**src/rtl/mem_wb_elastic_stage_if.sv**
```systemverilog
// Handshake and payload bundle for an elastic pipeline-stage boundary.
// The slave modport is the stage's view and the master modport is its environment's view.
interface mem_wb_elastic_stage_if #(
  parameter int unsigned CTRL_W = 2,
  parameter int unsigned DATA_W = 69
);
  logic              in_valid;
  logic              in_ready;
  logic [CTRL_W-1:0] in_ctrl;
  logic [DATA_W-1:0] in_data;
  logic              out_valid;
  logic              out_ready;
  logic [CTRL_W-1:0] out_ctrl;
  logic [DATA_W-1:0] out_data;

  modport slave (
    input  in_valid, in_ctrl, in_data, out_ready,
    output in_ready, out_valid, out_ctrl, out_data
  );

  modport master (
    output in_valid, in_ctrl, in_data, out_ready,
    input  in_ready, out_valid, out_ctrl, out_data
  );
endinterface

```
**src/rtl/mem_wb_elastic_stage.sv**
```systemverilog
// Elastic pipeline register with a 2-entry skid buffer, a registered upstream ready and flush.
// Control bits are zero whenever the stage holds no valid entry, so a bubble never acts downstream.
module mem_wb_elastic_stage #(
  parameter int unsigned        CTRL_W     = 2,
  parameter int unsigned        DATA_W     = 69,
  parameter logic [DATA_W-1:0]  RESET_DATA = '0
) (
  input  logic                          clk,
  input  logic                          rst,
  input  logic                          flush,
  mem_wb_elastic_stage_if.slave         bus,
  output logic [1:0]                    level
);

  typedef enum logic [1:0] {
    EMPTY = 2'd0,
    ONE   = 2'd1,
    FULL  = 2'd2
  } state_e;

  state_e            state_q;
  logic [CTRL_W-1:0] main_ctrl_q;
  logic [DATA_W-1:0] main_data_q;
  logic [CTRL_W-1:0] skid_ctrl_q;
  logic [DATA_W-1:0] skid_data_q;
  logic              in_ready_q;
  logic              out_valid_q;
  logic [1:0]        level_q;

  // Main holds the oldest entry; skid holds the younger one only while FULL.
  always_ff @(posedge clk) begin
    if (rst) begin
      state_q     <= EMPTY;
      main_ctrl_q <= '0;
      main_data_q <= RESET_DATA;
      skid_ctrl_q <= '0;
      skid_data_q <= RESET_DATA;
      in_ready_q  <= 1'b1;
      out_valid_q <= 1'b0;
      level_q     <= 2'd0;
    end else if (flush) begin
      // out_data is intentionally left untouched
      state_q     <= EMPTY;
      main_ctrl_q <= '0;
      skid_ctrl_q <= '0;
      in_ready_q  <= 1'b1;
      out_valid_q <= 1'b0;
      level_q     <= 2'd0;
    end else begin
      case (state_q)
        EMPTY: begin
          if (bus.in_valid) begin
            main_ctrl_q <= bus.in_ctrl;
            main_data_q <= bus.in_data;
            out_valid_q <= 1'b1;
            level_q     <= 2'd1;
            state_q     <= ONE;
          end
        end
        ONE: begin
          if (bus.out_ready && bus.in_valid) begin
            main_ctrl_q <= bus.in_ctrl;
            main_data_q <= bus.in_data;
          end else if (bus.out_ready) begin
            main_ctrl_q <= '0;
            out_valid_q <= 1'b0;
            level_q     <= 2'd0;
            state_q     <= EMPTY;
          end else if (bus.in_valid) begin
            skid_ctrl_q <= bus.in_ctrl;
            skid_data_q <= bus.in_data;
            in_ready_q  <= 1'b0;
            level_q     <= 2'd2;
            state_q     <= FULL;
          end
        end
        FULL: begin
          if (bus.out_ready) begin
            main_ctrl_q <= skid_ctrl_q;
            main_data_q <= skid_data_q;
            skid_ctrl_q <= '0;
            in_ready_q  <= 1'b1;
            level_q     <= 2'd1;
            state_q     <= ONE;
          end
        end
        default: begin
          state_q     <= EMPTY;
          main_ctrl_q <= '0;
          skid_ctrl_q <= '0;
          in_ready_q  <= 1'b1;
          out_valid_q <= 1'b0;
          level_q     <= 2'd0;
        end
      endcase
    end
  end

  assign bus.in_ready  = in_ready_q;
  assign bus.out_valid = out_valid_q;
  assign bus.out_ctrl  = main_ctrl_q;
  assign bus.out_data  = main_data_q;
  assign level         = level_q;

endmodule

```
**src/flat_wrapper.sv**
```systemverilog
// flat-port wrapper written by rule: the top's interface ports become plain ports
module mem_wb_elastic_stage_flat 
#(
  parameter int unsigned        CTRL_W     = 2,
  parameter int unsigned        DATA_W     = 69,
  parameter logic [DATA_W-1:0]  RESET_DATA = '0
)
  (clk, rst, flush, level, bus_in_valid, bus_in_ctrl, bus_in_data, bus_out_ready, bus_in_ready, bus_out_valid, bus_out_ctrl, bus_out_data);
  mem_wb_elastic_stage_if #(.CTRL_W(CTRL_W), .DATA_W(DATA_W)) bus_i ();
  input  logic clk;
  input  logic rst;
  input  logic flush;
  output logic [1:0] level;
  input wire logic [$bits(bus_i.in_valid)-1:0] bus_in_valid;
  input wire logic [$bits(bus_i.in_ctrl)-1:0] bus_in_ctrl;
  input wire logic [$bits(bus_i.in_data)-1:0] bus_in_data;
  input wire logic [$bits(bus_i.out_ready)-1:0] bus_out_ready;
  output wire logic [$bits(bus_i.in_ready)-1:0] bus_in_ready;
  output wire logic [$bits(bus_i.out_valid)-1:0] bus_out_valid;
  output wire logic [$bits(bus_i.out_ctrl)-1:0] bus_out_ctrl;
  output wire logic [$bits(bus_i.out_data)-1:0] bus_out_data;
  assign bus_i.in_valid = bus_in_valid;
  assign bus_i.in_ctrl = bus_in_ctrl;
  assign bus_i.in_data = bus_in_data;
  assign bus_i.out_ready = bus_out_ready;
  assign bus_in_ready = bus_i.in_ready;
  assign bus_out_valid = bus_i.out_valid;
  assign bus_out_ctrl = bus_i.out_ctrl;
  assign bus_out_data = bus_i.out_data;
  mem_wb_elastic_stage #(.CTRL_W(CTRL_W), .DATA_W(DATA_W), .RESET_DATA(RESET_DATA)) u_core (.clk(clk), .rst(rst), .flush(flush), .bus(bus_i), .level(level));
endmodule
```
**config.mk**
```make
export PLATFORM = sky130hd
export DESIGN_NAME = mem_wb_elastic_stage_flat
export DESIGN_NICKNAME = d
export VERILOG_FILES = /design/src/rtl/mem_wb_elastic_stage_if.sv /design/src/rtl/mem_wb_elastic_stage.sv /design/src/flat_wrapper.sv
export SDC_FILE = /design/constraint.sdc
export NUM_CORES = 1
export LEC_CHECK = 0
export ABC_AREA = 1
export CAP_MARGIN = 20
export CORE_MARGIN = 1
export CORE_UTILIZATION = 51
export CTS_CLUSTER_DIAMETER = 120
export CTS_CLUSTER_SIZE = 8
export DETAILED_ROUTE_END_ITERATION = 16
export GPL_ROUTABILITY_DRIVEN = 1
export GPL_TIMING_DRIVEN = 0
export PLACE_DENSITY = 0.88
export SLEW_MARGIN = 20
export SYNTH_ARGS = -nofsm -noshare
export SYNTH_HDL_FRONTEND = slang
export SYNTH_SLANG_ARGS = --single-unit
```
**constraint.sdc**
```tcl
create_clock -name clk -period 1.95 [get_ports clk]
set_input_delay 0.39 -clock clk [delete_from_list [all_inputs] [get_ports clk]]
set_output_delay 0.39 -clock clk [all_outputs]
set_load 0.02 [all_outputs]
```
Yosys cells after proc, flatten, opt, wreduce, memory -nomap -nowiden
Index checks and enable logic that the tools add are counted.

word-level totals
  bits of input ports = 76
  output and inout port bits = 75
  register bits after elaboration = 146
  word-level logic and storage cells = 60

cells by class
  equality and inequality tests = 11
  bitwise gates (word level) = 5
  reductions and logical operators = 10
  multiplexer cells = 27

operators with widths
  cell                number
  $mux 69             3
  $pmux 69 s3         1
  $mux 2              11
  $pmux 2 s3          3
  $reduce_and 5->1    3
  $ne 2x2->1 const B  6
  $reduce_and 4->1    2
  $mux 1              7
  $pmux 1 s3          2
  $not 1->1           5
  $ne 3x2->1 const B  1
  $ne 3x3->1 const B  1
  $reduce_and 3->1    1
  $reduce_bool 3->1   1
  $eq 2x1->1 const B  1
  $eq 2x2->1 const B  1
  $logic_not 2->1     1
  $ne 2x1->1 const B  1
  $reduce_or 2->1     1
  $logic_and 1x1->1   1

Longest topological paths before layout
Gate-level depths: netlist of run 1.

  word-level depth = 4
  gate-level depth with buffers = 11
  mapped depth without buffers = 8

Worst setup path after synthesis of run 1
No wires, ideal clock.

  kind = register to register
  start = register u_core.state_q[0]
  end = register u_core.skid_data_q[56]
  setup slack = 419 ps
  arrival = 1415 ps
  path buffers = 3
  clock period less this slack = 1531 ps
  stages on the path, launching flop included = 9
  path through = dfxtp_1 buf_4 nand2_2 nor2_2 nand2_2 buf_2 buf_2 o21ai_0 nor2_1

on the way
  word-level cells in the longest chain between the ends = 2

RTL lines
  element                            line                        source
  from (decl)                        mem_wb_elastic_stage.sv:21  state_e state_q;
  from (signal assigned)             mem_wb_elastic_stage.sv:33  state_q <= EMPTY;
  from (signal assigned)             mem_wb_elastic_stage.sv:43  state_q <= EMPTY;
  from (signal assigned)             mem_wb_elastic_stage.sv:57  state_q <= ONE;
  $eq 2x1->1                         mem_wb_elastic_stage.sv:50  case (state_q)
  $reduce_and 5->1 (no source line)  --
  to (signal assigned)               mem_wb_elastic_stage.sv:71  skid_data_q <= bus.in_data;
  to (decl)                          mem_wb_elastic_stage.sv:25  logic [DATA_W-1:0] skid_data_q;

Every way passes these cells.
A chain may end at the register's enable or synchronous reset.

==> results of run 1 <==
==> power by group <==
part | switching (µW) | internal, µW | total (µW)
clock | 1170 | 2050 | 3220
combinational | 654 | 552 | 1210
sequential | 72.1 | 3130 | 3200
==> synth_stat cells (2+ instances only) <==
cell type / count / area share
buf_4: 9 / 0.010
o21ai_0: 69 / 0.051
nand2_2: 2 / 0.0019
nand2_1: 233 / 0.13
nor2_1: 285 / 0.16
nand3_1: 143 / 0.11
clkbuf_1: 31 / 0.017
buf_2: 24 / 0.018
buf_1: 5 / 0.0028
buf_6: 4 / 0.0067
inv_2: 4 / 0.0022
a21oi_1: 8 / 0.0059
nor2_2: 4 / 0.0037
inv_1: 78 / 0.043
dfxtp_1: 146 / 0.43
==> through the flow <==
step | util | TNS (ns)
6_report | 0.7096 | 0
5_1_grt | 0.7096 | 0
4_1_cts | 0.7086 | 0
3_5_place_dp | 0.6627 | -34.33
3_3_place_gp | 0.6627 | -29.85
2_1_floorplan | - | 0
==> logic make-up (layout without fill, tap and decap cells) <==
family / after synthesis / count (layout) / synth area share
AND/OR/NAND/NOR: 671 / 671 / 0.4055
buffers and inverters: 156 / 338 / 0.1011
flip-flops: 146 / 146 / 0.4332
AO/OA/AOI/OAI: 80 / 80 / 0.06026
==> tightest hold or removal path: cells and delay by family (launching register included) <==
family / cells / cell delay (ns)
flip-flops: 1 / 0.30
AND/OR/NAND/NOR: 1 / 0.06
AO/OA/AOI/OAI: 1 / 0.05
==> per-layer routing <==
metal  track usage  vias up
li1              -     3602
met1        0.3305     3061
met2        0.4383      219
met3       0.05922       40
met4        0.1249        0
met5             0        -
==> state kept, by name (all words and copies together) (netlist names) <==
| register | flops |
|---|---|
| u_core.bus.out_ctrl | 2 |
| u_core.state_q | 2 |
| u_core.bus.out_valid | 1 |
| u_core.skid_data_q | 69 |
| u_core.bus.in_ready | 1 |
| u_core.skid_ctrl_q | 2 |
| u_core.bus.out_data | 69 |
==> worst paths after layout <==
path	startpoint	endpoint	slack [ns]	cells after the start
max reg2reg	u_core.state_q[0]$_SDFFE_PP0P_	u_core.bus.out_data[67]$_SDFFE_PP0P_	0.21	10
min	u_core.skid_ctrl_q[0]$_SDFFE_PP0P_	u_core.skid_ctrl_q[0]$_SDFFE_PP0P_	0.46	2
max	rst	u_core.skid_data_q[26]$_SDFFE_PP0P_	0.14	6
min reg2reg	u_core.skid_ctrl_q[0]$_SDFFE_PP0P_	u_core.skid_ctrl_q[0]$_SDFFE_PP0P_	0.46	2
==> final cells by class <==
cell class                      instances  area (µm²)
Sequential cell                       146        2923
Clock inverter                          4       70.07
Timing Repair Buffer                  150        1501
Multi-Input combinational cell        751        3156
Fill cell                            1065        3710
Inverter                               83       314.1
Clock buffer                           28       516.7
Buffer                                 73       367.9
Tap cell                              172       215.2
==> reports/results.txt, run 1 <==
Vias in the first global route: 6,107
DPL Wire Length: 12.21 mm
Met3 WL post-DR: 964 µm
Kind of end point of the critical path: register
Worst-Margin Slew: 0.7170 ns
Kind of critical path: in2reg
Area delta synth->final: 34.32%
Setup WS pre-CTS: -0.3950 ns
DRT Pass-1 Iters: 5
Final antenna-violating net count: 0
Outcome: finished clean
CP max stage cell: clkbuf_1
Top Metal Used: met4
Crit path launch type: input pin
Netlist Area Pre-Place: 0.006748 mm²
Crit path required time: 2.31 ns
Max Cap Viol: 0
Final instance area: 0.009064 mm²
Final Net Count: 1,298
Synth warnings: 0
Setup Skew: 0.007164 ns
Final Hold Viols: 0
Die area: 0.01369 mm²
Initial core utilization: 0.5283
Initial DRC count: 488
Sinks on Clock Net: 146
Pwr Total: 7624 µW
Row cnt: 41
Core Box Area: 0.01277 mm²
Io pins: 151
Wirelength per Cell: 12.53 µm
CP bufs+invs: 4
Max Fclk: 0.5516 GHz
Hold_ws: 0.4615 ns
Syn Area/Cell: 6.408 µm²
Die X: 117.0 µm
Clock tree buffer depth: 2
Clock latency on the worst-skew pair: 0.42 ns
CP top delay family: buffers and inverters
Final setup violating endpoints: 0
Seq/Total Area, Yosys: 0.4332
Commonest non-fill, non-tap cell in the layout: nor2_1
Primary FF master, synth: dfxtp_1
Grt ovf: 0
Inst Count DP: 1,375
Via/cell ratio: 4.920
CTS tree: yes
Area after DPL: 0.008464 mm²
# DRC: 0
Clk Tree Root Cell: clkbuf_16
#FFs+latches synth: 146
IO buf count: 150
Pins Over Slew Limit: 0
Post-synth ARST share: 0
Total CTS buffers: 17
Finished Layout Cells: 1,407
CP peak stage delay: 0.56 ns
Reg clk slew, reported paths: 0.05 ns
Antenna diodes: 0
Setup bufs post-CTS: 0
Worst Path Max Fanout: 10
Wl on met1: 7.841 mm
First-pass GRT wire length: 28.31 mm
Total wire length: 17.64 mm
Leakage: 0.004170 µW
Crit path time final: 1.813 ns
Detail Route met2 WL: 8.314 mm
RSZ-0062 raised after global routing: no
Most repeated library cell on the critical path: clkbuf_1
Pwr/cell area: 841.1 mW/mm²
CTS Hold Bufs: 0
DR vias: 6,922
Total track usage: 0.2656
Commonest cells after routing, fill and taps aside: nor2_1 (285), nand2_1 (233), clkdlybuf4s50_1 (150)
Worst Hold Class: reg2reg
Layout cell share with drive strength beyond 1: 0.06397
Arr. time, crit path: 2.17 ns
Maximum VDD drop: 0.5854 mV
Antenna violations before repair: 0
Htree depth: 4
Post-CTS sizing: 0
Critical path cell sequence: clkdlybuf4s50_1, inv_1, clkbuf_1, clkbuf_1, o21ai_0, nor2_1
Mapped Cells: 1,053
Netlist cell types: 23
GP Congestion: 0.8545
Slew HR: 0.5220
Die height: 117.0 µm
Crit share post-route: 0.9297
Largest net degree at the start of global routing: 17
Setup ws final: 0.1371 ns
Post-synth EDFFs: 0
Post-Syn Nets: 1,129
(Power assumes the default switching activity.)
==> inputs of run 2 (changes only) <==
- SKIP_CTS_REPAIR_TIMING: default -> 1
- SLEW_MARGIN: 20 -> 0
==> results of run 2 <==
The final DEF is identical to that of run 1; final timing and power are the same.
==> inputs of run 3 (changes only) <==
- SKIP_LAST_GASP: default -> 1
==> results of run 3 <==
The final DEF is identical to that of run 1; final timing and power are the same.
